[src/rtl/hurricane_ctrl.sv]
// Hurricane (mode 3) run-permission controller: allows one timed hurricane run
// per power-on session and reports whether to exit to mode 2 or to standby.
module hurricane_ctrl #(
   parameter int unsigned CYCLES_PER_SEC = 100_000_000,
   parameter int unsigned HURRICANE_SEC  = 60
) (
   input  logic       clk,
   input  logic       rst,
   input  logic       machine_state,
   input  logic [2:0] mode_state,
   input  logic       menu_btn,
   output logic       hurricane_mode_enabled,
   output logic       return_state,
   output logic       countdown_active,
   output logic [7:0] countdown_sec
);

   localparam int TICK_W = (CYCLES_PER_SEC > 1) ? $clog2(CYCLES_PER_SEC) : 1;
   localparam logic [TICK_W-1:0] TICK_LAST = TICK_W'(CYCLES_PER_SEC - 1);
   localparam logic [7:0]        RUN_SEC   = 8'(HURRICANE_SEC);
   localparam logic [2:0]        MODE_HURR = 3'b011;

   typedef enum logic [1:0] {S_OFF, S_READY, S_RUN, S_SPENT} state_t;

   state_t            state_reg;
   logic [TICK_W-1:0] tick_reg;
   logic              used_reg;
   logic              mode_prev_reg;
   logic              menu_prev_reg;

   logic mode_hurr;
   logic mode_entry;
   logic menu_rise;

   assign mode_hurr  = (mode_state == MODE_HURR);
   assign mode_entry = mode_hurr & ~mode_prev_reg;
   assign menu_rise  = menu_btn & ~menu_prev_reg;

   always_ff @(posedge clk or negedge rst) begin
      if (!rst) begin
         state_reg              <= S_OFF;
         tick_reg               <= '0;
         used_reg               <= 1'b0;
         mode_prev_reg          <= 1'b0;
         menu_prev_reg          <= 1'b0;
         hurricane_mode_enabled <= 1'b0;
         return_state           <= 1'b0;
         countdown_active       <= 1'b0;
         countdown_sec          <= 8'd0;
      end else begin
         mode_prev_reg <= mode_hurr;
         menu_prev_reg <= menu_btn;
         if (!machine_state) begin
            state_reg              <= S_OFF;
            tick_reg               <= '0;
            used_reg               <= 1'b0;
            hurricane_mode_enabled <= 1'b0;
            return_state           <= 1'b0;
            countdown_active       <= 1'b0;
            countdown_sec          <= 8'd0;
         end else begin
            case (state_reg)
               S_OFF: begin
                  state_reg              <= S_READY;
                  hurricane_mode_enabled <= 1'b1;
               end
               S_READY: begin
                  // Only a fresh transition into mode 3 starts a run.
                  if (mode_entry && !used_reg) begin
                     state_reg        <= S_RUN;
                     used_reg         <= 1'b1;
                     tick_reg         <= '0;
                     countdown_sec    <= RUN_SEC;
                     countdown_active <= 1'b1;
                     return_state     <= 1'b0;
                  end
               end
               S_RUN: begin
                  if (menu_rise)
                     return_state <= 1'b1;
                  if (!mode_hurr) begin
                     state_reg              <= S_SPENT;
                     tick_reg               <= '0;
                     hurricane_mode_enabled <= 1'b0;
                     countdown_active       <= 1'b0;
                     countdown_sec          <= 8'd0;
                  end else if (tick_reg == TICK_LAST) begin
                     tick_reg      <= '0;
                     countdown_sec <= countdown_sec - 8'd1;
                     // Last second elapsed: run is over, force the exit.
                     if (countdown_sec == 8'd1) begin
                        state_reg              <= S_SPENT;
                        hurricane_mode_enabled <= 1'b0;
                        countdown_active       <= 1'b0;
                     end
                  end else begin
                     tick_reg <= tick_reg + 1'b1;
                  end
               end
               S_SPENT: begin
                  hurricane_mode_enabled <= 1'b0;
                  if (!mode_hurr)
                     return_state <= 1'b0;
               end
               default: state_reg <= S_OFF;
            endcase
         end
      end
   end

endmodule

[config.mk]
export PLATFORM = sky130hd
export DESIGN_NAME = hurricane_ctrl
export DESIGN_NICKNAME = d
export VERILOG_FILES = /design/src/rtl/hurricane_ctrl.sv
export SDC_FILE = /design/constraint.sdc
export NUM_CORES = 1
export LEC_CHECK = 0
export ABC_AREA = 0
export BUFFER_PORTS_ARGS = -buffer_cell sky130_fd_sc_hd__clkbuf_2
export CAP_MARGIN = 0
export CORE_MARGIN = 10
export CORE_UTILIZATION = 45
export DETAILED_ROUTE_END_ITERATION = 10
export SLEW_MARGIN = 20
export SYNTH_ARGS = -nofsm -noshare
export SYNTH_HDL_FRONTEND = slang
export SYNTH_SLANG_ARGS = --single-unit
[constraint.sdc]
create_clock -name clk -period 6.15 [get_ports clk]
set_input_delay 1.23 -clock clk [delete_from_list [all_inputs] [get_ports clk]]
set_output_delay 1.23 -clock clk [all_outputs]
set_load 0.01 [all_outputs]
==> key figures, run 1 <==
Clock tree
  • Clock sinks: 43
  • Root Driver: clkbuf_8
  • Worst-Skew Late Latency: 0.30 ns
  • Post-CTS sizing: 0
  • CTS tree: built
  • H-tree levels: 2
  • Post-CTS Hold Fix Bufs: 0
  • Buffers inserted by post-CTS timing repair: 0
  • Number of buffers created by CTS: 5
  • Clock slew at reported path FFs: 0.08 ns
  • Max Buffers Root-to-Sink: 2

GRT
  • Global-route wire length before repair: 10,200 um
  • Largest net degree at the start of global routing: 44
  • Total global-route track usage: 14.0%
  • GRT Max-Usage Layer: met2
  • Remaining global-route overflow: 0
  • Vias in the first global route: 2,042
  • Global Route met3 Usage: 3.33%
  • Initial antenna violation count: 0
  • Met1 Use GR: 19.3%
  • M2 GR Usage: 21.1%

Power and ir drop
  • Net Sw Frac: 34.8%
  • Power Density: 270 nW/um2
  • Int Pwr: 0.485 mW
  • Share of total power in the clock network: 24.6%
  • Leak: 1.15 nW
  • Seq pwr share: 44.8%
  • P_sw: 0.259 mW
  • VDD IR max: 0.144 mV
  • Logic gate share of total power: 30.6%

Logic synthesis
  • Mapped Area: 2520 um2
  • Yosys reg bits: 43
  • Synth async-reset ratio: 100%
  • Cells after Synth: 282
  • Syn Nets: 296
  • Top_reg_cell synth: dfrtp_1
  • Seq/Total Area, Yosys: 42.7%
  • Yosys cell types: 47
  • Syn Area/Cell: 8.93 um2
  • Number of synthesized flops with an enable pin: 0
  • Synthesis Warnings: 0

Drt
  • DR DRC count: 0
  • WL per Instance: 15.8 um
  • DR vias: 2,150
  • Routed Wire Length: 5830 um
  • Drt pass-1 iters: 4
  • Post-route ant nets: 0
  • Via-to-Cell Ratio: 5.84
  • Initial DRC count: 99

Timing
  • Worst slew margin: 36.9%
  • RSZ-0062 raised after global routing: no
  • Final Max Slew Viols: 0
  • Final setup violating endpoints: 0
  • Final Skew: 0.00485 ns
  • Final hold vios: 0
  • Min Tclk post-route: 2.93 ns
  • Worst-Margin Slew: 0.947 ns
  • Max Clock Freq: 341 MHz
  • Setup TNS Final: 0 ns
  • Period utilization: 47.7%

Placement
  • Gp weighted congestion: 0.855
  • Hpwl dp: 4100 um
  • PortBufs: 17

Die
  • Boundary pin count: 18
  • Die ar.: 8990 um2
  • Die width: 94.8 um
  • Die Ht: 94.8 um
  • # rows: 27
  • Initial Util: 46.0%
  • Core area: 5470 um2

Critical path
  • Critical path class: input port to flop
  • Worst path required time: 6.39 ns
  • Setup crit start kind: input port
  • Reg2reg setup slack: 3.62 ns
  • Worst-path maximum fanout: 12
  • Critical path arrival: 3.17 ns
  • Critical Path End Type: flop

Layout
  • FILL cells: 541
  • Max reg flops: 27
  • Nets@finish: 310
  • Area of the multi-input gates: 1350 um2
  • Final core utilization: 50.3%
  • Register area: 1080 um2
  • Diode count: 0
  • Layout cells sized above 1: 11.5%
  • Area growth syn-to-layout: 9.29%

Worst hold path
  • Worst hold path class: flop to flop

Status
  • Outcome: completed

Run
  • Max-cap violations: 0
==> cell type report <==
class                      count  share of cell area [%]
inverter                      12                    1.64
clock inverter                 1                   0.182
multi-input combinational    215                    49.2
timing repair buffer          19                    3.64
tap                           72                    3.27
clock buffer                   6                    3.00
sequential                    43                    39.1
==> placed cells by master (no fill, tap or decap), types with 10 or more instances in the layout <==
cell      instances
clkbuf_2         17
dfrtp_1          43
inv_1            12
nand2_1          22
nand3_1          19
nand4_1          11
nor2_1           26
nor4_1           11
o21ai_0          21
or4_1            10
==> final timing paths <==
check | endpoint | startpoint | depth (start not counted)
min in group asynchronous | countdown_sec[3]$_DFFE_PN0P_ | rst | 2
hold reg to reg | hurricane_mode_enabled$_DFFE_PN0P_ | hurricane_mode_enabled$_DFFE_PN0P_ | 1
setup reg to reg | countdown_sec[6]$_DFFE_PN0P_ | state_reg[1]$_DFFE_PN0P_ | 8
setup / recovery | countdown_sec[6]$_DFFE_PN0P_ | mode_state[2] | 7
hold / removal | hurricane_mode_enabled$_DFFE_PN0P_ | hurricane_mode_enabled$_DFFE_PN0P_ | 1
max in group asynchronous | tick_reg[15]$_DFFE_PN0P_ | rst | 2
==> metal layers <==
metal  wire length [um]  part of all wire [%]
met1               2890                    50
met2               2610                    45
met3                263                   4.5
met4                 73                   1.3
met5                  0                     0
==> power groups by stage <==
stage	combinational (mW)	sequential (mW)	clock [mW]
global placement	0.230	0.338	0
floorplan	0.156	0.342	0
detailed placement	0.228	0.339	0
global route	0.259	0.339	0.202
CTS	0.229	0.333	0.190
finish	0.228	0.333	0.183
==> logic make-up after synthesis <==
group	count (synthesis)	share of synthesized area [%]
compound gates	53	13.6
xor+xnor	15	5.22
fa+ha+maj	7	3.48
buf+inv	24	3.83
flops	43	42.7
mux	2	0.844
simple gates	138	30.3
==> cells in the mapped netlist, types with 2 or more instances <==
master	number	area share (%)
clkbuf_1	5	0.75
o21ai_0	21	4.2
nand4_1	11	2.7
o21a_1	2	0.60
a31oi_1	2	0.50
nand2b_1	5	1.2
and3_1	4	0.99
a22o_1	6	2.1
nand4_2	2	0.99
inv_1	12	1.8
and2_1	2	0.50
nor3_1	8	1.6
o32ai_1	2	0.70
nand2_1	22	3.3
nand3b_1	2	0.60
ha_1	7	3.5
xnor2_1	8	2.8
o31ai_1	2	0.60
xor2_1	7	2.4
and4_1	3	1.0
nor4_1	11	2.7
nor2b_1	5	1.2
dfrtp_1	43	43
buf_2	5	0.99
a21oi_1	8	1.6
nand3_1	19	3.8
o211ai_1	2	0.60
or4_1	10	3.0
nor2_1	26	3.9
buf_1	2	0.30
nor3b_1	2	0.60
==> through the flow <==
step | cells | setup slack [ns] | hold slack [ns] | total power, mW | area, um2
2_1_floorplan | 282 | 3.37 | 0.489 | 0.498 | 2520
3_3_place_gp | 361 | 2.95 | 0.485 | 0.568 | 2670
3_5_place_dp | 361 | 2.92 | 0.489 | 0.567 | 2670
4_1_cts | 368 | 3.22 | 0.508 | 0.752 | 2750
5_1_grt | 368 | 3.08 | 0.526 | 0.799 | 2750
6_report | 368 | 3.22 | 0.497 | 0.744 | 2750
==> worst max-delay path, stage by stage <==
cell and delay (ns):
clkbuf_2 0.08, nand3b_1 0.26, o311ai_2 0.65, buf_4 0.30, nand2_1 0.08, or4_1 0.47
nand3_1 0.09
Power figures use the tool's default switching activity.
==> inputs of run 2 (changes only) <==
==> constraint.sdc (replaced) <==
create_clock -name clk -period 2.45 [get_ports clk]
set_input_delay 0.49 -clock clk [delete_from_list [all_inputs] [get_ports clk]]
set_output_delay 0.49 -clock clk [all_outputs]
set_load 0.01 [all_outputs]
==> run 2 against run 1 <==
  * Via count grew 2.2%
  * Power grew to 2.6 times the previous value
  * Non-clock buffer count rose by 15
  * Highest routed layer unchanged
  * Sequential share of layout area is 1.8 points lower
  * Critical endpoint is now countdown_sec[7]$_DFFE_PN0P_
  * Design area rose by 4.9%
  * Wire length is 4.2% higher
  * Critical path type is now flop to flop
==> key figures, run 2 (synthesis results as in run 1) <==
Power and ir drop
  • Int Pwr: 1.26 mW
  • VDD IR max: 0.470 mV
  • Share of total power in the clock network: 24.0%
  • Net Sw Frac: 35.0%
  • Leak: 1.23 nW
  • Logic gate share of total power: 32.6%
  • P_sw: 0.676 mW
  • Power Density: 670 nW/um2
  • Seq pwr share: 43.4%
  • Pwr Total: 1.93 mW

Die
  • Die width: 94.8 um
  • Die ar.: 8990 um2
  • Core area: 5470 um2
  • # rows: 27
  • Initial Util: 46.0%
  • Die Ht: 94.8 um
  • Boundary pin count: 18

Status
  • Outcome: completed

Drt
  • WL per Instance: 15.9 um
  • Via-to-Cell Ratio: 5.74
  • Post-route ant nets: 0
  • DR vias: 2,197
  • Routed Wire Length: 6080 um
  • Initial DRC count: 160
  • Drt pass-1 iters: 4
  • DR DRC count: 0

Timing
  • Max Clock Freq: 443 MHz
  • Setup TNS Final: 0 ns
  • Final setup violating endpoints: 0
  • Worst slew margin: 65.9%
  • RSZ-0062 raised after global routing: no
  • Period utilization: 92.2%
  • Worst-Margin Slew: 0.510 ns
  • Final hold vios: 0
  • Min Tclk post-route: 2.26 ns
  • Final Max Slew Viols: 0
  • Final Skew: 0.00621 ns
  • PnR worst setup slack: 0.191 ns

GRT
  • Total global-route track usage: 13.9%
  • Global-route wire length before repair: 10000 um
  • Vias in the first global route: 1,978
  • Initial antenna violation count: 0
  • Remaining global-route overflow: 0
  • Largest net degree at the start of global routing: 25

Clock tree
  • Clock slew at reported path FFs: 0.08 ns
  • Max Buffers Root-to-Sink: 2
  • Post-CTS Hold Fix Bufs: 0
  • Root Driver: clkbuf_8
  • H-tree levels: 2
  • Worst-Skew Late Latency: 0.30 ns
  • Number of buffers created by CTS: 5
  • Clock sinks: 43
  • CTS tree: built

Layout
  • Most frequent cells in the layout: dfrtp_1, nor2_1, nand2_1, o21ai_0, nand3_1
  • FILL cells: 544
  • Diode count: 0
  • Layout cells sized above 1: 16.1%
  • Max reg flops: 27
  • Area growth syn-to-layout: 14.6%
  • Non-Filler Instances: 383
  • Most common cell after layout, fill and taps aside: dfrtp_1
  • Nets@finish: 325

Placement
  • Hpwl dp: 4400 um
  • PortBufs: 17
  • # placed instances: 376
  • Gp weighted congestion: 0.817
  • Setup WS pre-CTS: 0.100 ns

Critical path
  • Critical Path End Type: flop
  • Worst path required time: 2.69 ns
  • Worst-path maximum fanout: 5
  • Critical path arrival: 2.50 ns
  • Critical path class: flop to flop
  • Setup crit start kind: flop

Worst hold path
  • Worst hold path class: input port to async pin

Run
  • Max-cap violations: 0
## run 2: worst paths after layout
kind,from,endpoint,slack (ns),cells past startpoint
setup / recovery,tick_reg[0]$_DFFE_PN0P_,countdown_sec[7]$_DFFE_PN0P_,0.19,6
hold / removal,rst,countdown_sec[4]$_DFFE_PN0P_,0.15,2
setup reg to reg,tick_reg[0]$_DFFE_PN0P_,countdown_sec[7]$_DFFE_PN0P_,0.19,6
hold reg to reg,hurricane_mode_enabled$_DFFE_PN0P_,hurricane_mode_enabled$_DFFE_PN0P_,0.50,1
max in group asynchronous,rst,tick_reg[23]$_DFFE_PN0P_,2.00,2
min in group clk,menu_btn,menu_prev_reg$_DFF_PN0_,0.31,1
## run 2: layout make-up
type	instances	area, um2	area share, %
flip-flops and latches	43	1080	37.3
multi-input cells	215	1360	47.2
well taps	72	90.1	3.12
clock inverters	1	5.00	0.173
repair buffers	34	225	7.80
inverters	12	45.0	1.56
clock buffers	6	82.6	2.86
## run 2: power by group through the flow
| stage | combinational [mW] | sequential (mW) | clock, mW |
|---|---|---|---|
| after floorplan | 0.390 | 0.859 | 0 |
| after global routing | 0.707 | 0.851 | 0.497 |
| after detailed placement | 0.630 | 0.852 | 0 |
| after CTS | 0.634 | 0.839 | 0.479 |
| after global placement | 0.622 | 0.850 | 0 |
| final | 0.629 | 0.839 | 0.465 |
## run 2: critical path: stages (launching register included)
cell     delay (ns)
dfrtp_1        0.40
ha_1           0.23
and3_1         0.26
nand4_1        0.14
or4_4          0.54
or4_1          0.53
nand3_1        0.10
## run 2: stage by stage
step,hold WS (ns),util [%],instance area [um2]
after floorplan,0.194,-,2520
after global placement,0.478,51.0,2790
after detailed placement,0.485,51.0,2790
after CTS,0.159,52.6,2880
after global routing,0.178,52.7,2890
final,0.151,52.7,2890
## run 2: repair_timing
item / 4_1_cts / 5_1_grt
endpoints found under the hold margin: 0 / 0
gates resized for setup: 0 / 2
setup buffers: 0 / 0
endpoints found under the setup margin: 0 / 19
## run 2: per-layer routing
metal	share of wire [%]	GRT usage, %	vias to the layer above
met4	1.3	4.86	0
met3	5.7	2.78	7
met2	43	19.8	48
li1	-	-	1097
met1	50	20.4	1045
met5	0	0	-
